### config.mk
export PLATFORM = sky130hd
export DESIGN_NAME = sort_ctrl
export DESIGN_NICKNAME = d
export VERILOG_FILES = /design/src/rtl/sort_ctrl.sv
export SDC_FILE = /design/constraint.sdc
export NUM_CORES = 1
export LEC_CHECK = 0
export ABC_CLOCK_PERIOD_IN_PS = 3850
export BUFFER_PORTS_ARGS = -buffer_cell sky130_fd_sc_hd__clkbuf_2
export CORE_UTILIZATION = 35
export DETAILED_ROUTE_END_ITERATION = 12
export GPL_TIMING_DRIVEN = 0
export SYNTH_ARGS = -nofsm -noshare
export SYNTH_HDL_FRONTEND = slang
export SYNTH_SLANG_ARGS = --single-unit
### constraint.sdc
create_clock -name clk -period 3.85 [get_ports clk]
set_input_delay 0.385 -clock clk [delete_from_list [all_inputs] [get_ports clk]]
set_output_delay 0.385 -clock clk [all_outputs]
set_load 0.005 [all_outputs]
### src/rtl/sort_ctrl.sv
// sort_ctrl: sequential 4-element bubble sorter, one compare-swap per clock
// Ports: clk, rst_n (async active-low); start, x0..x3 (operands captured on accept);
//        s0..s3 (element registers, sorted after done), busy, done (1-cycle pulse),
//        swap_cnt (swaps in current/last sort).
// Build option: define SORT_DESCEND_EN for descending order (s0 largest).
module sort_ctrl #(
    parameter int N = 4
) (
    input  logic         clk,
    input  logic         rst_n,
    input  logic         start,
    input  logic [N-1:0] x0,
    input  logic [N-1:0] x1,
    input  logic [N-1:0] x2,
    input  logic [N-1:0] x3,
    output logic [N-1:0] s0,
    output logic [N-1:0] s1,
    output logic [N-1:0] s2,
    output logic [N-1:0] s3,
    output logic         busy,
    output logic         done,
    output logic [2:0]   swap_cnt
);
    typedef enum logic [1:0] {IDLE, CMP, DONE} state_t;
    state_t       state;
    logic [1:0]   pass, idx;
    logic [N-1:0] s [4];
    logic [N-1:0] a, b;
    logic         swp, last;
    assign s0 = s[0];
    assign s1 = s[1];
    assign s2 = s[2];
    assign s3 = s[3];
    // pass p compares idx 0..2-p, so the last pair of a pass is idx == 2-pass
    always_comb begin
        a    = s[idx];
        b    = s[idx + 2'd1];
`ifdef SORT_DESCEND_EN
        swp  = a < b;
`else
        swp  = a > b;
`endif
        last = idx == 2'd2 - pass;
    end
    always_ff @(posedge clk or negedge rst_n) begin
        if (!rst_n) begin
            state    <= IDLE;
            for (int i = 0; i < 4; i++) s[i] <= '0;
            swap_cnt <= '0;
            pass     <= '0;
            idx      <= '0;
            busy     <= 1'b0;
            done     <= 1'b0;
        end else begin
            case (state)
                IDLE: if (start) begin
                    s[0]     <= x0;
                    s[1]     <= x1;
                    s[2]     <= x2;
                    s[3]     <= x3;
                    swap_cnt <= '0;
                    pass     <= '0;
                    idx      <= '0;
                    busy     <= 1'b1;
                    state    <= CMP;
                end
                CMP: begin
                    if (swp) begin
                        s[idx]        <= b;
                        s[idx + 2'd1] <= a;
                        swap_cnt      <= swap_cnt + 3'd1;
                    end
                    if (last) begin
                        idx <= '0;
                        if (pass == 2'd2) begin
                            state <= DONE;
                            done  <= 1'b1;
                        end else pass <= pass + 2'd1;
                    end else idx <= idx + 2'd1;
                end
                DONE: begin
                    done  <= 1'b0;
                    busy  <= 1'b0;
                    state <= IDLE;
                end
                default: state <= IDLE;
            endcase
        end
    end
endmodule
# After elaboration in Yosys (flattened, before gate mapping)
# Cells that the tools add are included.
[totals] ff_bits=27 latch_bits=0 rom_bits=0 mem_count=0 out_inout_bits=21 ram_bits=0 elab_cells=75 inputBits=19
[op_classes] n_mux=33 n_mul=0 n_addsub=4 magnitude_cmp=5 div=0 eq_ne=9 reduce_logical=12 shift=0 n_bitwise=2
[ops] operator="bitwise mux 16 bit" count=2
[ops] operator="two-way mux 16 bit" count=2
[ops] operator="case mux 16 bit (2 select lines)" count=1
[ops] operator="two-way mux 4 bit" count=6
[ops] operator="binary-select mux 4 bit (select 2 bit)" count=2
[ops] operator="demux 4 bit (select 2 bit)" count=2
[ops] operator="two-way mux 2 bit" count=7
[ops] operator="case mux 2 bit (2 select lines)" count=3
[ops] operator="inequality test 2 bit (second input constant)" count=5
[ops] operator="AND reduction 3 bit" count=3
[ops] operator="greater-or-equal comparator 3 bit (second input constant)" count=2
[ops] operator="less-than comparator 3 x 1 -> 1 bit (second input constant)" count=2
[ops] operator="two-way mux 3 bit" count=2
[ops] operator="NOT 2 -> 3 bit" count=2
[ops] operator="case mux 3 bit (2 select lines)" count=1
[ops] operator="nonzero test 2 bit" count=3
[ops] operator="adder 2 x 1 -> 2 bit (second input constant)" count=2
[ops] operator="equality test 2 bit (second input constant)" count=2
[ops] operator="greater-than comparator 4 bit" count=1
[ops] operator="case mux 1 bit (2 select lines)" count=2
[ops] operator="AND reduction 2 bit" count=2
[ops] operator="AND reduction 4 bit" count=1
[ops] operator="adder 3 x 1 -> 3 bit (second input constant)" count=1
[ops] operator="two-way mux 1 bit" count=3
[ops] operator="other kinds (5)" count=6

# Depth between registers and ports, before layout
# Gate-level depths: netlist of the first run.
[depth] ltp_word=9 ltp_mapped=15 ltp_nobuf=10

# Least setup slack after synthesis of the first run
# Ideal clock, no wire load.
[synth_timing] path_kind="reg2reg" from="reg idx[0]" to="reg s (netlist bit s0[0])" synth_period_minus_slack_ns=3.230 path_buffers=4 path_slack_ns=0.620 path_stages_with_launch=15 setup_time_ns=0.086 required_ns=3.764 arrival_ns=3.145 cell_sequence="dfrtp_1 buf_2 buf_2 inv_1 ha_1 buf_2 mux2i_1 nand2_1 nand2_1 ha_1 nor2b_1 o211ai_1 a21oi_4 buf_6 a32oi_1"
[synth_between] elab_chain_cells=9 elab_cells_between_ends=26 cone_classes="1 x add/sub; 5 x order compare; 1 x eq/ne; 14 x mux; 2 x bitwise; 3 x reduce/logical"
[synth_lines] element="start: declaration" line="26" rtl="logic [1:0] pass, idx;"
[synth_lines] element="start signal: assignment" line="79" rtl="end else idx <= idx + 2'd1;"
[synth_lines] element="branches (longest 9 deep; another with greater-than comparator 4 bit)"
[synth_lines] element="end: declaration" line="27" rtl="logic [N-1:0] s [4];"
# Several ways; the timed one is not identified. The select of a mux whose other input is x is not followed.
# A chain may end at the register's enable or synchronous reset.

# Worst setup path after layout of the first run
[layout_timing] from="reg idx[0]" to="reg s (netlist bit s1[1])"
# Same word-level chain as after synthesis.

==> summary.txt, run 1 <==
Outcome
  • Status: complete, no violations

Detailed routing
  • Vias: 2017
  • Iteration-0 DRC Markers: 188
  • Post-route DRC: 0
  • Via density: 5.95
  • Post-DRT Antenna Nets: 0
  • Post-DR wirelength/cell: 18.6 um
  • Pre-antenna DRT Iters: 4
  • Post-Route WL: 6.32 mm

Timing
  • Worst hold slack: 0.139 ns
  • Worst-margin pin slew: just under 0.9 ns
  • Fmax: about 0.28 GHz
  • Final Cycle Share: 92.8%
  • Max_slew headroom: 41.3%
  • Fin crit period: 3.57 ns
  • Setup tns final: 0 ns
  • Fin. Hold Viols: 0
  • PnR worst setup slack: ~0.28 ns
  • Pins Over Slew Limit: 0
  • Final setup vio count: 0
  • Setup Skew: 0.00652 ns

Clocking
  • Clk sinks: 27
  • Clock-pin transition on the worst setup and hold timing paths: 0.10 ns
  • Cts bufs inserted: 3
  • Clock latency at the later pin of the worst-skew pair: between 0.2 and 0.3 ns
  • CTS tree: yes
  • CTS Hold Bufs: 0
  • Htree depth: 1
  • Clock root buffer: clkbuf_8
  • CTS max path bufs: 2

Critical path
  • Worst Path Arrival: roughly 3.7 ns
  • CP max FO: 10
  • Slowest CP cell: mux2i_1
  • Worst path cell trace: buf_2, buf_2, inv_1, ha_1, clkbuf_4, mux2i_1, nand2_1, nand2_1, ha_1, a21oi_2, and2_4, buf_6, a21oi_4, buf_6, a32oi_1
  • Worst Path Required: around 4.0 ns
  • CP endpoint kind: register
  • Worst path max stage delay: 0.46 ns
  • WS Path Type: reg2reg
  • Worst r2r path cells: 15
  • Critical path launch point type: register

Yosys
  • Mapped cell area: 2060 sq um
  • Syn_area_per_cell: a little over 9 sq um
  • Syn Nets: 251
  • Post-synth EDFFs: 0
  • Cell count after synthesis: between 200 and 250
  • Async S/R FF share, synth: 100%
  • Warnings from Yosys: 0
  • Cell variety after synth: 35
  • Post-synth top flop: dfrtp_1
  • Register area share after synthesis: 32.8%
  • Yosys reg bits: 27

Final layout
  • P&R area growth vs syn: 19.1%
  • Fraction of layout cells with a size suffix above 1: 24.3%
  • N_diodes: 0
  • Nets: approximately 300
  • Fillers: approximately 580

Place
  • Post-DP HPWL: 4.66 mm
  • Place WS: -0.0570 ns
  • I/O Buffers: 39
  • Gpl congestion: 0.872

Die
  • Die area: 6190 sq um
  • Initial Utilization: 36.9%
  • CORE AREA: between 5000 and 6000 sq um
  • IO Pins: 40
  • FP Rows: 27
  • Die width: 78.7 um
  • Die H: 78.7 um

GRT
  • Gr ovfl total: 0
  • Initial antenna violation count: 0
  • First-pass GRT wire length: 10.2 mm
  • Number of global-route vias before repair: slightly below 2000
  • Largest net degree at the start of global routing: 28
  • GRT Total Usage: 21.8%

Hold path
  • HP Class: in2async

Flow run
  • Max Cap Violations: 0
==> path summary, 6_finish.rpt <==
| kind | start | end | slack (ns) |
|---|---|---|---|
| min reg2reg | swap_cnt[2]$_DFFE_PN0P_ | swap_cnt[2]$_DFFE_PN0P_ | 0.49 |
| min in group clk | start | busy$_DFFE_PN0P_ | 0.40 |
| max reg2reg | idx[0]$_DFFE_PN0P_ | s1[1]$_DFFE_PN0P_ | 0.28 |
| min | rst_n | swap_cnt[2]$_DFFE_PN0P_ | 0.14 |
| max | idx[0]$_DFFE_PN0P_ | s1[1]$_DFFE_PN0P_ | 0.28 |
| max in group asynchronous | rst_n | s0[0]$_DFFE_PN0P_ | 3.26 |
==> metal layers <==
metal  part of all wire [%]  up-vias  global-route usage (%)
met5                      0        -                       0
met4                    3.0        0                    8.89
met3                    5.9       14                    2.21
met2                     42       75                    32.1
met1                     49      975                    32.1
li1                       -      953                       -
==> worst max-delay path, delay by kind of cell (launching register included) <==
family,cells,cell delay [ns]
compound gates,3,0.47
fa+ha+maj,2,0.47
buf+inv,6,1.32
flops,1,0.39
mux,1,0.46
simple gates,3,0.33
==> sequential cells by signal, indices dropped and copies added (netlist names) <==
register  cells
busy          1
done          1
idx           2
pass          2
s0            4
s1            4
s2            4
s3            4
state         2
swap_cnt      3
==> final cells by class <==
cell class                 count  area (sq um)  area share (%)
buffer                        11          62.6            2.55
clock buffer                   3          41.3            1.69
clock inverter                 1          5.00           0.204
inverter                      28           105            4.29
multi-input combinational    156          1260            51.4
sequential                    27           676            27.6
tap                           72          90.1            3.68
timing repair buffer          41           210            8.58
==> cell usage in the layout, fill, tap and decap left out, drive strengths merged, types with 4 or more instances in the layout <==
master,Yosys,routed
ha,10,10
mux2i,12,12
a21oi,20,20
inv,28,28
clkbuf,6,49
nand2b,6,6
a32oi,16,16
mux4,4,4
nor3,6,6
o221ai,16,16
dfrtp,27,27
nand2,19,19
o211ai,17,17
buf,5,6
a211o,5,5
==> what timing repair did <==
| action | in CTS | in global routing |
|---|---|---|
| pin swaps | 1 | 0 |
| buffers inserted | 2 | 0 |
| gates resized for setup | 0 | 10 |
| setup endpoints to repair | 10 | 18 |
==> logic make-up (layout without fill, tap and decap cells) <==
family                   Yosys count  after routing  synth area share, %
flip-flops                        27             27                 32.8
adder cells (fa/ha/maj)           10             10                 6.08
multiplexers                      16             16                 10.2
AO/OA/AOI/OAI                     84             84                 31.0
AND/OR/NAND/NOR                   44             44                 10.9
XOR/XNOR                           2              2                0.852
buffers and inverters             39             84                 8.03
==> synth_stat cells, types with 2 or more instances <==
| master | instances | share of area (%) |
|---|---|---|
| nor3_1 | 6 | 1.5 |
| ha_1 | 10 | 6.1 |
| a211o_1 | 5 | 2.1 |
| dfrtp_1 | 27 | 33 |
| o32ai_1 | 2 | 0.85 |
| nand2b_1 | 6 | 1.8 |
| a32oi_1 | 16 | 6.8 |
| buf_6 | 2 | 1.1 |
| o221ai_1 | 16 | 6.8 |
| clkbuf_1 | 6 | 1.1 |
| nand2_1 | 19 | 3.5 |
| o31ai_1 | 2 | 0.73 |
| inv_1 | 28 | 5.1 |
| mux2i_1 | 12 | 5.8 |
| mux4_2 | 4 | 4.4 |
| nor2b_1 | 2 | 0.61 |
| buf_2 | 3 | 0.73 |
| a21oi_1 | 19 | 4.6 |
| xor2_1 | 2 | 0.85 |
| o21ai_0 | 2 | 0.49 |
| and3_1 | 2 | 0.61 |
| nor2_1 | 2 | 0.37 |
| o211ai_1 | 17 | 6.2 |
==> per-stage QoR <==
stage | cell area (sq um) | cells | utilization [%]
floorplan | 2060 | 222 | -
global placement | 2340 | 333 | 42.0
detailed placement | 2340 | 333 | 42.0
finish | 2450 | 339 | 44.0
CTS | 2400 | 339 | 43.1
global route | 2450 | 339 | 44.0
Power of run 1 is left out: the tool's default activity adds up to more than one toggle a clock period on the data nets, which glitch-free logic cannot reach.
==> run 2: changes to the inputs <==
Settings changed: BUFFER_PORTS_ARGS -buffer_cell sky130_fd_sc_hd__clkbuf_2 to unset, CELL_PAD_IN_SITES_DETAIL_PLACEMENT set to 0, CELL_PAD_IN_SITES_GLOBAL_PLACEMENT set to 2, DONT_BUFFER_PORTS set to 1, PLACE_DENSITY_LB_ADDON set to 0.1.
==> run 2 against run 1 <==
Hold slack better by 0.15 ns; via count is 4.5% lower; clock-buffer cell count unchanged; critical path depth unchanged; die area is the same; global-route usage grew 1.2 points; non-clock buffer count shrank 38; clock skew increased by 0.0053 ns; cell area down 6.7%; first-iteration DRC count shrank 48%; core utilization decreased by 3.0 points; critical path type unchanged; highest routed layer unchanged.
==> summary.txt, run 2 (synthesis results as in run 1) <==
Clocking
  • Clock root buffer: clkbuf_8 (unchanged)
  • Cts bufs inserted: 3 (unchanged)
  • Htree depth: 1 (unchanged)
  • Clock latency at the later pin of the worst-skew pair: 0.28 ns (about the same)
  • CTS max path bufs: 2 (unchanged)
  • CTS tree: yes (unchanged)
  • Clk sinks: 27 (unchanged)
  • Clock-pin transition on the worst setup and hold timing paths: 0.10 ns (about the same)

Place
  • Post-DP HPWL: 5.07 mm (was 4.66 mm)
  • Post-Place Cells: 294 (was 333)
  • I/O Buffers: 0 (was 39)
  • Gpl congestion: 0.887 (was 0.872)

Final layout
  • Fillers: 569 (was 577)
  • P&R area growth vs syn: 11.1% (was 19.1%)
  • Multi-input gate area: 1270 sq um (was 1260 sq um)
  • Fraction of layout cells with a size suffix above 1: 12.2% (was 24.3%)
  • Register area: 676 sq um (unchanged)
  • Most common cell after layout, fill and taps aside: inv_1 (was clkbuf_2)
  • Most frequent cells in the layout: inv_1, dfrtp_1, nand2_1, o211ai_1, a21oi_1 (was clkbuf_2, inv_1, dfrtp_1, nand2_1)
  • Non-filler cells, final: 301 (was 339)
  • N_diodes: 0 (unchanged)
  • Nets: 259 (was 297)

Timing
  • Final Cycle Share: 94.7% (was 92.8%)
  • Max_slew headroom: 40.5% (was 41.3%)
  • Pins Over Slew Limit: 0 (unchanged)
  • Worst-margin pin slew: 0.886 ns (was 0.874 ns)
  • Fin crit period: 3.64 ns (was 3.57 ns)
  • RSZ-0062 raised after global routing: no
  • Setup Skew: 0.0118 ns (was 0.00652 ns)
  • Fmax: 0.274 GHz (was 0.280 GHz)
  • Final setup vio count: 0 (unchanged)
  • Fin. Hold Viols: 0 (unchanged)

Die
  • CORE AREA: 5570 sq um (unchanged)
  • IO Pins: 40 (unchanged)
  • Die H: 78.7 um (unchanged)
  • Die width: 78.7 um (unchanged)
  • FP Rows: 27 (unchanged)
  • Initial Utilization: 36.9% (unchanged)
  • Die area: 6190 sq um (unchanged)

GRT
  • GRT Total Usage: 23.0% (was 21.8%)
  • Number of global-route vias before repair: 1948 (was 1943)
  • First-pass GRT wire length: 10.6 mm (was 10.2 mm)
  • Gr ovfl total: 0 (unchanged)
  • Largest net degree at the start of global routing: 28 (unchanged)
  • Initial antenna violation count: 0 (unchanged)

Critical path
  • Reg-to-reg endpoint: s1[0]$_DFFE_PN0P_ (was s1[1]$_DFFE_PN0P_)
  • CP delay by family, top: buffers and inverters (unchanged)
  • Worst r2r path cells: 15 (unchanged)
  • Critical path depth: 15 (unchanged)
  • Worst Path Required: 3.99 ns (was 4.01 ns)
  • Worst path max stage delay: 0.48 ns (was 0.46 ns)
  • Worst Path Buf+Inv: 6 (unchanged)
  • CP max FO: 10 (unchanged)
  • Critical path launch point type: register (unchanged)
  • Worst R2R Setup Slack: 0.21 ns (was 0.28 ns)
  • Worst path cell trace: buf_2, buf_2, inv_1, ha_1, clkbuf_4, mux2i_1, nand2_1, nand2_1, ha_1, a21oi_2, and2_4, buf_6, a21oi_4, buf_6, a32oi_1 (unchanged)
  • CP endpoint kind: register (unchanged)
  • Slowest CP cell: mux2i_1 (unchanged)
  • WS Path Type: reg2reg (unchanged)
  • Worst Path Arrival: 3.79 ns (was 3.73 ns)
  • R2r startpoint: idx[0]$_DFFE_PN0P_ (unchanged)

Detailed routing
  • Post-Route WL: 6.78 mm (was 6.32 mm)
  • Post-route DRC: 0 (unchanged)
  • Via density: 6.40 (was 5.95)
  • Post-DR wirelength/cell: 22.5 um (was 18.6 um)
  • Pre-antenna DRT Iters: 4 (unchanged)
  • Iteration-0 DRC Markers: 98 (was 188)
  • Vias: 1927 (was 2017)
  • Post-DRT Antenna Nets: 0 (unchanged)

Hold path
  • HP Class: in2reg (was in2async)
  • Hold Path Stages: 2
  • HP Start: start
  • Hold EP: busy$_DFFE_PN0P_

Flow run
  • Max Cap Violations: 0 (unchanged)

Outcome
  • Status: complete, no violations (unchanged)
[run 2: cell types whose count changed in the layout (fill, tap and decap cells not counted)]
cell / previous run / this run
clkbuf_2: 39 / 0
dlygate4sd3_1: 0 / 1
buf_4: 2 / 1
mux2i_1: 7 / 5
buf_12: 0 / 1
mux2i_2: 3 / 5
[run 2: through the flow]
stage	utilization (%)	cell area [sq um]	hold slack (ns)	setup slack [ns]	setup TNS (ns)
after floorplan	-	2060	0.0894	0.620	0
after global placement	38.5	2150	0.0900	-0.143	-1.05
after detailed placement	38.5	2150	0.0901	-0.158	-1.09
after CTS	40.0	2230	0.281	0.0170	0
after global routing	41.0	2280	0.286	0.0293	0
final	41.0	2280	0.285	0.206	0
[run 2: layer usage]
metal | vias up | wire length (um) | GRT usage, %
li1 | 875 | - | -
met1 | 954 | 2850 | 30.8
met2 | 87 | 3200 | 37.0
met3 | 11 | 616 | 4.77
met4 | 0 | 110 | 6.67
met5 | - | 0 | 0
[run 2: layout make-up]
type                            instances  share of cell area, %
Buffer                                 11                   2.74
Clock buffer                            3                   1.81
Clock inverter                          1                  0.219
Inverter                               28                   4.60
Multi-Input combinational cell        156                   55.5
Sequential cell                        27                   29.6
Tap cell                               72                   3.94
Timing Repair Buffer                    3                   1.64
[run 2: worst max path at each step]
stage / start / end / slack, ns
2_1_floorplan: idx[0]$_DFFE_PN0P_ / s0[0]$_DFFE_PN0P_ / 0.62
3_3_place_gp: idx[0]$_DFFE_PN0P_ / s1[0]$_DFFE_PN0P_ / -0.14
3_5_place_dp: idx[0]$_DFFE_PN0P_ / s1[0]$_DFFE_PN0P_ / -0.16
4_1_cts: idx[0]$_DFFE_PN0P_ / s1[0]$_DFFE_PN0P_ / 0.02
5_1_grt: idx[0]$_DFFE_PN0P_ / s1[0]$_DFFE_PN0P_ / 0.03
6_report: idx[0]$_DFFE_PN0P_ / s1[0]$_DFFE_PN0P_ / 0.21
[run 2: what timing repair did]
item | 4_1_cts | 5_1_grt
setup buffers | 1 | 0
resized for setup | 0 | 12
endpoints found under the setup margin | 16 | 18
pin swaps | 1 | 0
hold endpoints to repair | 27 | 0
hold buffers | 2 | 0
Power of run 2 is left out for the same reason.
==> run 3: changes to the inputs <==
Settings changed: CORE_MARGIN set to 1.5, HOLD_SLACK_MARGIN set to 0.02, MAX_ROUTING_LAYER set to met4.
==> run 3 against run 2 <==
Critical path depth is the same; critical path type unchanged; fmax grew 1.0%; cell count grew 0.66%; register-to-register slack gained 0.04 ns; global-route usage shrank 0.46 points; clock skew shrank 0.0058 ns; setup slack gained 0.037 ns.
==> summary.txt, run 3 (synthesis results as in run 1) <==
Outcome
  • Status: complete, no violations (unchanged)

Critical path
  • R2r startpoint: idx[0]$_DFFE_PN0P_ (unchanged)
  • Critical path launch point type: register (unchanged)
  • Critical Path Source: idx[0]$_DFFE_PN0P_ (unchanged)
  • Reg-to-reg endpoint: s1[2]$_DFFE_PN0P_ (was s1[0]$_DFFE_PN0P_)
  • Worst R2R Setup Slack: 0.24 ns (was 0.21 ns)
  • Worst Path Arrival: 3.82 ns (was 3.79 ns)
  • CP endpoint kind: register (unchanged)
  • WS Path Type: reg2reg (unchanged)
  • Slowest CP cell: dfrtp_1 (was mux2i_1)
  • Worst setup path end: s1[2]$_DFFE_PN0P_ (was s1[0]$_DFFE_PN0P_)
  • Worst r2r path cells: 15 (unchanged)
  • Worst path cell trace: buf_2, buf_2, inv_1, ha_1, clkbuf_4, mux2i_2, nand2_1, nand2_1, ha_1, a21oi_1, and2_4, buf_6, a21oi_4, buf_6, a32oi_1 (was buf_2, buf_2, inv_1, ha_1, clkbuf_4, mux2i_1, nand2_1, nand2_1, ha_1, a21oi_2, and2_4, buf_6, a21oi_4, buf_6, a32oi_1)
  • Worst Path Required: 4.06 ns (was 3.99 ns)
  • CP max FO: 10 (unchanged)
  • Worst path max stage delay: 0.38 ns (was 0.48 ns)

Place
  • Post-DP HPWL: 4.87 mm (was 5.07 mm)
  • I/O Buffers: 0 (unchanged)
  • Post-Place Cells: 294 (unchanged)
  • Gpl congestion: 0.954 (was 0.887)

Final layout
  • Most frequent cells in the layout: inv_1, dfrtp_1, nand2_1, a21oi_1, o211ai_1 (was inv_1, dfrtp_1, nand2_1, o211ai_1, a21oi_1)
  • P&R area growth vs syn: 11.3% (was 11.1%)
  • N_diodes: 0 (unchanged)
  • Non-filler cells, final: 303 (was 301)
  • Most common cell after layout, fill and taps aside: inv_1 (unchanged)
  • Fraction of layout cells with a size suffix above 1: 12.6% (was 12.2%)
  • Fillers: 566 (was 569)
  • Nets: 261 (was 259)

Die
  • IO Pins: 40 (unchanged)
  • FP Rows: 27 (unchanged)
  • Die width: 79.7 um (was 78.7 um)
  • Die H: 79.7 um (was 78.7 um)
  • Initial Utilization: 36.9% (unchanged)
  • CORE AREA: 5570 sq um (unchanged)
  • Die area: 6350 sq um (was 6190 sq um)

Timing
  • Final setup vio count: 0 (unchanged)
  • Worst-margin pin slew: 0.839 ns (was 0.886 ns)
  • Final Cycle Share: 93.7% (was 94.7%)
  • Setup Skew: 0.00593 ns (was 0.0118 ns)
  • Max_slew headroom: 43.7% (was 40.5%)
  • Fin. Hold Viols: 0 (unchanged)
  • Fmax: 0.277 GHz (was 0.274 GHz)
  • Pins Over Slew Limit: 0 (unchanged)
  • RSZ-0062 raised after global routing: no (unchanged)
  • Fin crit period: 3.61 ns (was 3.64 ns)

Clocking
  • Clk sinks: 27 (unchanged)
  • Clock latency at the later pin of the worst-skew pair: 0.29 ns (was 0.28 ns)
  • CTS tree: yes (unchanged)
  • Clock-pin transition on the worst setup and hold timing paths: 0.10 ns (about the same)
  • CTS max path bufs: 2 (unchanged)
  • Htree depth: 1 (unchanged)
  • Clock root buffer: clkbuf_8 (unchanged)
  • Cts bufs inserted: 3 (unchanged)

Detailed routing
  • Post-Route WL: 6.67 mm (was 6.78 mm)
  • Via density: 6.31 (was 6.40)
  • Iteration-0 DRC Markers: 108 (was 98)
  • Post-route DRC: 0 (unchanged)
  • Vias: 1913 (was 1927)
  • Post-DR wirelength/cell: 22.0 um (was 22.5 um)
  • Pre-antenna DRT Iters: 4 (unchanged)
  • Post-DRT Antenna Nets: 0 (unchanged)

GRT
  • Gr ovfl total: 0 (unchanged)
  • Largest net degree at the start of global routing: 28 (unchanged)
  • GRT Total Usage: 22.5% (was 23.0%)
  • First-pass GRT wire length: 10.4 mm (was 10.6 mm)
  • Initial antenna violation count: 0 (unchanged)
  • Number of global-route vias before repair: 1868 (was 1948)

Flow run
  • Max Cap Violations: 0 (unchanged)

Hold path
  • HP Class: in2reg (unchanged)
[run 3: how the worst min path moves through the flow]
stage	start	to	slack, ns	depth (start not counted)
2_1_floorplan	rst_n	busy$_DFFE_PN0P_	0.09	0
3_3_place_gp	rst_n	busy$_DFFE_PN0P_	0.09	0
3_5_place_dp	rst_n	pass[1]$_DFFE_PN0P_	0.09	0
4_1_cts	start	busy$_DFFE_PN0P_	0.28	2
5_1_grt	start	busy$_DFFE_PN0P_	0.28	2
6_report	start	busy$_DFFE_PN0P_	0.27	2
[run 3: cell type report]
cell class	count	area (sq um)	area share [%]
clock buffer	4	45.0	1.97
buffer	11	62.6	2.73
tap	72	90.1	3.93
inverter	28	105	4.59
sequential	27	676	29.5
multi-input combinational	156	1260	55.0
timing repair buffer	5	52.6	2.30
[run 3: through the flow]
| stage | setup WS (ns) | instance area (sq um) | hold WS (ns) | TNS, ns | utilization [%] |
|---|---|---|---|---|---|
| 2_1_floorplan | 0.620 | 2060 | 0.0894 | 0 | - |
| 3_3_place_gp | -0.122 | 2150 | 0.0901 | -0.976 | 38.5 |
| 3_5_place_dp | -0.184 | 2150 | 0.0902 | -1.68 | 38.5 |
| 4_1_cts | 0.132 | 2250 | 0.275 | 0 | 40.3 |
| 5_1_grt | 0.0131 | 2290 | 0.276 | 0 | 41.1 |
| 6_report | 0.243 | 2290 | 0.273 | 0 | 41.1 |
[run 3: per-layer routing]
metal	GRT usage, %	up-vias	part of all wire (%)
li1	-	876	-
met1	31.1	965	46
met2	34.5	65	47
met3	3.31	7	5.5
met4	5.96	0	0.98
met5	-	-	0
[run 3: worst max-delay path, delay by kind of cell (launching register included)]
kind                       cells  cell delay [ns]
AOI/OAI and AO/OA              3             0.60
adders and majority gates      2             0.56
DFF                            1             0.38
buffers and inverters          6             1.27
muxes                          1             0.36
and+or+nand+nor                3             0.36
[run 3: timing repair]
item	in CTS	in global routing
pin swaps	1	0
hold buffers	2	0
gates resized for setup	1	10
buffers inserted	3	0
setup endpoints to repair	17	18
hold endpoints to repair	27	0
Power of run 3 is left out for the same reason.
